==> src/rtl/fm_pkg.sv <==
// Shared types and defaults for the tick frequency meter and its input conditioning.
package fm_pkg;

    typedef enum logic [0:0] {
        IDLE = 1'b0,
        GATE = 1'b1
    } fm_state_e;

    localparam int unsigned FM_GATE_LONG_DEF  = 50000000;
    localparam int unsigned FM_GATE_SHORT_DEF = 500000;
    localparam int unsigned FM_CNT_W_DEF      = 32;

    function automatic logic [31:0] fm_sat_inc32(input logic [31:0] v);
        return (v == 32'hFFFF_FFFF) ? v : v + 32'd1;
    endfunction

endpackage

==> src/rtl/sig_edge_sync.sv <==
// Two-flop synchroniser plus edge flop; rising-edge pulse is held off for three
// cycles after reset so a level already high at release is not seen as an edge.
module sig_edge_sync
    import fm_pkg::*;
(
    input  logic clk,
    input  logic rst,
    input  logic i_sig,
    output logic o_edge
);

    logic       r_s1;
    logic       r_s2;
    logic       r_s3;
    logic [1:0] r_prime;

    always_ff @(posedge clk) begin
        if (rst) begin
            r_s1    <= 1'b0;
            r_s2    <= 1'b0;
            r_s3    <= 1'b0;
            r_prime <= 2'd0;
        end else begin
            r_s1 <= i_sig;
            r_s2 <= r_s1;
            r_s3 <= r_s2;
            if (r_prime != 2'd3) begin
                r_prime <= r_prime + 2'd1;
            end
        end
    end

    assign o_edge = r_s2 & ~r_s3 & (r_prime == 2'd3);

endmodule

==> src/rtl/tick_freq_meter.sv <==
// Gate-window frequency meter: counts sig_in rising edges over GATE_LONG/GATE_SHORT clk cycles.
// Optional period measurement enabled by defining FREQ_METER_PERIOD_EN.
module tick_freq_meter
    import fm_pkg::*;
#(
    parameter int unsigned CNT_W      = FM_CNT_W_DEF,
    parameter int unsigned GATE_LONG  = FM_GATE_LONG_DEF,
    parameter int unsigned GATE_SHORT = FM_GATE_SHORT_DEF
) (
    input  logic             clk,
    input  logic             rst,
    input  logic             en,
    input  logic             select,
    input  logic             sig_in,
    output logic [CNT_W-1:0] count_out,
    output logic             count_valid,
    output logic             overflow,
    output logic             busy,
    output logic             gate_tick
`ifdef FREQ_METER_PERIOD_EN
    ,
    output logic [31:0]      period_out,
    output logic             period_valid
`endif
);

    localparam logic [0:0] S_IDLE = IDLE;
    localparam logic [0:0] S_GATE = GATE;

    function automatic logic [CNT_W-1:0] sat_inc(input logic [CNT_W-1:0] v, input logic inc);
        return (inc && !(&v)) ? v + CNT_W'(1) : v;
    endfunction

    logic [0:0]       r_state;
    logic [31:0]      r_gate_len;
    logic [31:0]      r_gate_cnt;
    logic [CNT_W-1:0] r_edge_cnt;
    logic             r_ovf;
    logic             w_edge;
    logic             w_last;
    logic             w_full;
    logic             w_start;

    sig_edge_sync u_sync (
        .clk    (clk),
        .rst    (rst),
        .i_sig  (sig_in),
        .o_edge (w_edge)
    );

    assign w_full    = &r_edge_cnt;
    assign w_last    = (r_state == S_GATE) && (r_gate_cnt == r_gate_len - 32'd1);
    assign w_start   = en && ((r_state == S_IDLE) || w_last);
    assign busy      = (r_state == S_GATE);
    assign gate_tick = w_last;

    // Control and reported results
    always_ff @(posedge clk) begin
        if (rst) begin
            r_state     <= S_IDLE;
            count_out   <= '0;
            count_valid <= 1'b0;
            overflow    <= 1'b0;
        end else begin
            count_valid <= 1'b0;
            if (r_state == S_IDLE) begin
                if (en) begin
                    r_state <= S_GATE;
                end
            end else begin
                if (w_last) begin
                    count_out   <= sat_inc(r_edge_cnt, w_edge);
                    overflow    <= r_ovf | (w_edge & w_full);
                    count_valid <= 1'b1;
                end
                if (!en) begin
                    r_state <= S_IDLE;
                end
            end
        end
    end

    // Window counters; a restart on the last cycle lets the next window begin without a gap
    always_ff @(posedge clk) begin
        if (w_start) begin
            r_gate_len <= select ? GATE_SHORT : GATE_LONG;
            r_gate_cnt <= 32'd0;
            r_edge_cnt <= '0;
            r_ovf      <= 1'b0;
        end else if (r_state == S_GATE) begin
            r_gate_cnt <= r_gate_cnt + 32'd1;
            if (w_edge) begin
                if (w_full) begin
                    r_ovf <= 1'b1;
                end else begin
                    r_edge_cnt <= r_edge_cnt + CNT_W'(1);
                end
            end
        end
    end

`ifdef FREQ_METER_PERIOD_EN
    logic [31:0] r_per_cnt;
    logic        r_per_armed;

    // The first edge after en rises only arms the counter; later edges report the gap
    always_ff @(posedge clk) begin
        if (rst) begin
            r_per_cnt    <= 32'd0;
            r_per_armed  <= 1'b0;
            period_out   <= 32'd0;
            period_valid <= 1'b0;
        end else begin
            period_valid <= 1'b0;
            if (!en) begin
                r_per_cnt   <= 32'd0;
                r_per_armed <= 1'b0;
            end else if (w_edge) begin
                r_per_cnt   <= 32'd1;
                r_per_armed <= 1'b1;
                if (r_per_armed) begin
                    period_out   <= r_per_cnt;
                    period_valid <= 1'b1;
                end
            end else if (r_per_armed) begin
                r_per_cnt <= fm_sat_inc32(r_per_cnt);
            end
        end
    end
`endif

endmodule
==> config.mk <==
export PLATFORM = sky130hd
export DESIGN_NAME = tick_freq_meter
export DESIGN_NICKNAME = d
export VERILOG_FILES = /design/src/rtl/fm_pkg.sv /design/src/rtl/sig_edge_sync.sv /design/src/rtl/tick_freq_meter.sv
export SDC_FILE = /design/constraint.sdc
export NUM_CORES = 1
export LEC_CHECK = 0
export BUFFER_PORTS_ARGS = -buffer_cell sky130_fd_sc_hd__clkbuf_2
export CORE_MARGIN = 3
export CORE_UTILIZATION = 30
export DETAILED_ROUTE_END_ITERATION = 10
export SETUP_SLACK_MARGIN = 0.5
export SLEW_MARGIN = 20
export SYNTH_ARGS = -nofsm -noshare
export SYNTH_HDL_FRONTEND = slang
export SYNTH_SLANG_ARGS = --single-unit
==> constraint.sdc <==
create_clock -name clk -period 3.7 [get_ports clk]
set_clock_uncertainty 0.1 [all_clocks]
set_input_delay 0.74 -clock clk [delete_from_list [all_inputs] [get_ports clk]]
set_output_delay 0.74 -clock clk [all_outputs]
set_load 0.01 [all_outputs]
==> flow_summary.json <==
{
  "combinationalPowerShare_pct": 3.4,
  "synth_compound_area_share_pct": 8.77,
  "place.port_buffers": 40,
  "floorplan.die_area_sq_mm": 0.0193,
  "path_max_fanout": 4,
  "synth_nets": 616,
  "clkSinkCount": 107,
  "min_path_type": "register to register",
  "core_sq_mm": 0.0173,
  "antenna_found_initial": 0,
  "critical_path_cell_count": 7,
  "root_buffer_cell": "sky130_fd_sc_hd__clkbuf_16",
  "clkLatencyLatePin_ns": 0.35,
  "drt_antenna_net_count": 0,
  "p_sw_share_pct": 22.3,
  "timing.final.hold_violations": 0,
  "synth_enable_flop_cells": 2,
  "area.growth.synth_to_final_pct": 12.3,
  "number_of_buffers_inserted_for_hold_repair_after_clock_tree_synthesis": 0,
  "mux_cell_area_share_after_synthesis_pct": 2.12,
  "global_route_wire_length_before_repair_microns": 19800,
  "yosys.cell_count.top_type": "sky130_fd_sc_hd__nor2_1",
  "nets": 646,
  "drive_above_1_share_pct": 14.7,
  "timing.max_slew.rel_slack_pct": 34.3,
  "critical_path.top_delay_family": "simple AND/OR/NAND/NOR gates",
  "worst_r2r_path_depth": 9,
  "fin_worst_hold_slack_ns": 0.344,
  "yosys_warnings": 0,
  "final.setup.tns_ns": 0,
  "post_synth_num_cell_types": 59,
  "slew_violations": 0,
  "cts.clk_slew.worst_paths_ns": 0.07,
  "synth_simple_gate_area_share_pct": 27.4,
  "worst_path_largest_cell_delay_ns": 0.45,
  "internal_power_uw": 1670,
  "rsz0062_at_grt": "no",
  "dpl.hpwl_microns": 8140,
  "critical_path_required_ns": 2.86,
  "grtUsageTotal_pct": 12.4,
  "grt_start_max_net_pins": 41,
  "timing_worst_slew_pin_value_ns": 0.986,
  "critPathArrivalTime_ns": 2.21,
  "synth-async-reset-ratio_pct": 0,
  "kind_of_start_point_of_the_critical_path": "register",
  "std_cell_rows": 48,
  "run_status": "complete, no violations",
  "initial_core_util_pct": 30.7,
  "sequentialPowerShare_pct": 54.7,
  "numCtsBuffers": 9,
  "fin_crit_ns": 3.05,
  "timing.fmax_ghz": 0.328,
  "crit_type": "register to output pin",
  "synth_top_family_by_area": "simple AND/OR/NAND/NOR gates",
  "synth-main-ff-cell": "sky130_fd_sc_hd__dfxtp_1",
  "cts-root-to-sink-buffers": 2,
  "num_vias": 4114,
  "antenna_cells": 0,
  "cap_viol_max_count": 0,
  "postSynthRegisterBits": 107,
  "synth_top_area_cell": "sky130_fd_sc_hd__dfxtp_1",
  "initialDrtViolationCount": 251,
  "netlist_instances": 604,
  "syn_area_per_cell_sq_um": 8.79,
  "period_share_pct": 82.4,
  "cell_area_after_synthesis_sq_mm": 0.00531,
  "synth.yosys.seq_area_share_pct": 40.7,
  "worstHoldEndpoint": "u_sync.r_s2$_SDFF_PP0_",
  "vias_in_the_first_global_route": 3889,
  "mean_number_of_vias_per_cell": 4.76,
  "cts_h_tree_depth": 3,
  "yosys.area_share.xor_xnor_pct": 14.7,
  "synth-adder-area-share_pct": 1.65,
  "finalSetupViolations": 0,
  "final_routed_wirelength_across_all_metal_layers_microns": 11700,
  "synth_top_cells_by_area": "sky130_fd_sc_hd__dfxtp_1 40%, sky130_fd_sc_hd__nor2_1 9.0%, sky130_fd_sc_hd__xor2_1 7.8%, sky130_fd_sc_hd__xnor2_1 6.9%, sky130_fd_sc_hd__nand4_1 3.5%",
  "worstReg2RegStart": "r_gate_len[18]$_DFFE_PP_",
  "worst_hold_startpoint": "u_sync.r_s1$_SDFF_PP0_",
  "synth.top_cell.area_share_pct": 39.6,
  "tritoncts": "built",
  "power.net_switching_uw": 478,
  "wl_per_cell_microns": 13.6,
  "floorplan.io_pins": 41,
  "regToRegEndpoint": "r_edge_cnt[5]$_SDFFE_PP0P_",
  "critical_path_capture_point_type": "output pin",
  "die_h_microns": 139,
  "p_leak_uw": 0.00205,
  "cpMaxStageDelayCell": "sky130_fd_sc_hd__edfxtp_1",
  "die-width_microns": 139,
  "synth_common_cells": "127 x sky130_fd_sc_hd__nor2_1, 105 x sky130_fd_sc_hd__dfxtp_1, 47 x sky130_fd_sc_hd__xor2_1",
  "critical_path.n_buffers_inverters": 2,
  "min_path_cells": 1,
  "clock_power_share_pct": 41.9,
  "reg2reg_setup_slack_ns": 0.84,
  "vdd_ir_drop_max_v": 0.000250,
  "cellPowerDensity_mw_per_mm2": 360,
  "finalWeightedCongestion": 0.842,
  "drc": 0,
  "path_cells": "buf_4 -> ha_1 -> xnor2_1 -> nor4_1 -> o221a_2 -> and3_4 -> clkbuf_2",
  "grt_remaining_overflow": 0,
  "firstDrtPassIters": 5
}
sequential cells by signal (all words and copies together) (netlist names):
register and flops:
r_ovf 1, u_sync.r_s2 1, r_gate_len 2, r_gate_cnt 32, count_out 32, count_valid 1
busy 1, u_sync.r_s3 1, overflow 1, r_edge_cnt 32, u_sync.r_prime 2, u_sync.r_s1 1
worst max path at each step:
stage	to	slack, ns	start
floorplan	gate_tick	1.12	r_gate_len[23]$_DFFE_PP_
global placement	r_edge_cnt[24]$_SDFFE_PP0P_	0.86	r_gate_len[23]$_DFFE_PP_
detailed placement	r_edge_cnt[5]$_SDFFE_PP0P_	0.73	r_gate_len[23]$_DFFE_PP_
CTS	gate_tick	0.52	r_gate_len[23]$_DFFE_PP_
global route	gate_tick	0.51	r_gate_len[18]$_DFFE_PP_
finish	gate_tick	0.65	r_gate_len[18]$_DFFE_PP_
cells by family after synthesis:
group                      count (synthesis)
and+or+nand+nor                          291
buffers and inverters                     45
AOI/OAI and AO/OA                         54
DFF                                      107
muxes                                     11
adders and majority gates                  7
xor gates and xnor gates                  89
power groups by stage:
stage               combinational [uW]  clock [uW]  sequential [uW]
floorplan                         52.3           0             1200
global placement                  67.7           0             1200
detailed placement                68.9           0             1200
CTS                               69.1         939             1170
global route                      82.0         981             1170
finish                            72.7         899             1170
cells in the final DEF, fill, tap and decap left out, drive strengths merged, types with 12 or more instances in the layout:
cell type and n:
nor2 127, dfxtp 105, clkbuf 52, xor2 47
xnor2 42, nand2 39, nand4 31, nand3 26
a211oi 22, nor3 16, buf 12, inv 12
layer usage:
layer	wire length (microns)	share of wire, %	GRT usage, %	vias to the layer above
li1	-	-	-	2138
met1	5840	50	16.5	1895
met2	5050	43	19.3	73
met3	696	5.9	4.66	8
met4	125	1.1	2.83	0
met5	0	0	0	-
metrics by stage:
stage	cell area [sq um]	total power, uW	worst slack (ns)	instances	util, %
global placement	5650	1270	0.861	842	32.6
CTS	5920	2180	0.517	858	34.2
floorplan	5310	1250	1.12	604	-
finish	5960	2150	0.650	864	34.5
detailed placement	5650	1270	0.726	842	32.6
global route	5960	2240	0.509	864	34.5
what timing repair did:
item                       in CTS  in global routing
setup endpoints to repair       0                 33
buffers inserted                0                  6
gates resized for setup         0                  1
hold endpoints to repair        0                  0
layout make-up:
cell class / instances / area (sq um)
multi-input cells: 452 / 2910
clock buffers: 12 / 246
clock inverters: 4 / 26.3
flip-flops and latches: 107 / 2160
inverters: 12 / 45.0
well taps: 225 / 282
repair buffers: 52 / 290
fillers: 1795 / 11300
Note: power is estimated with default switching activity, not from simulation.
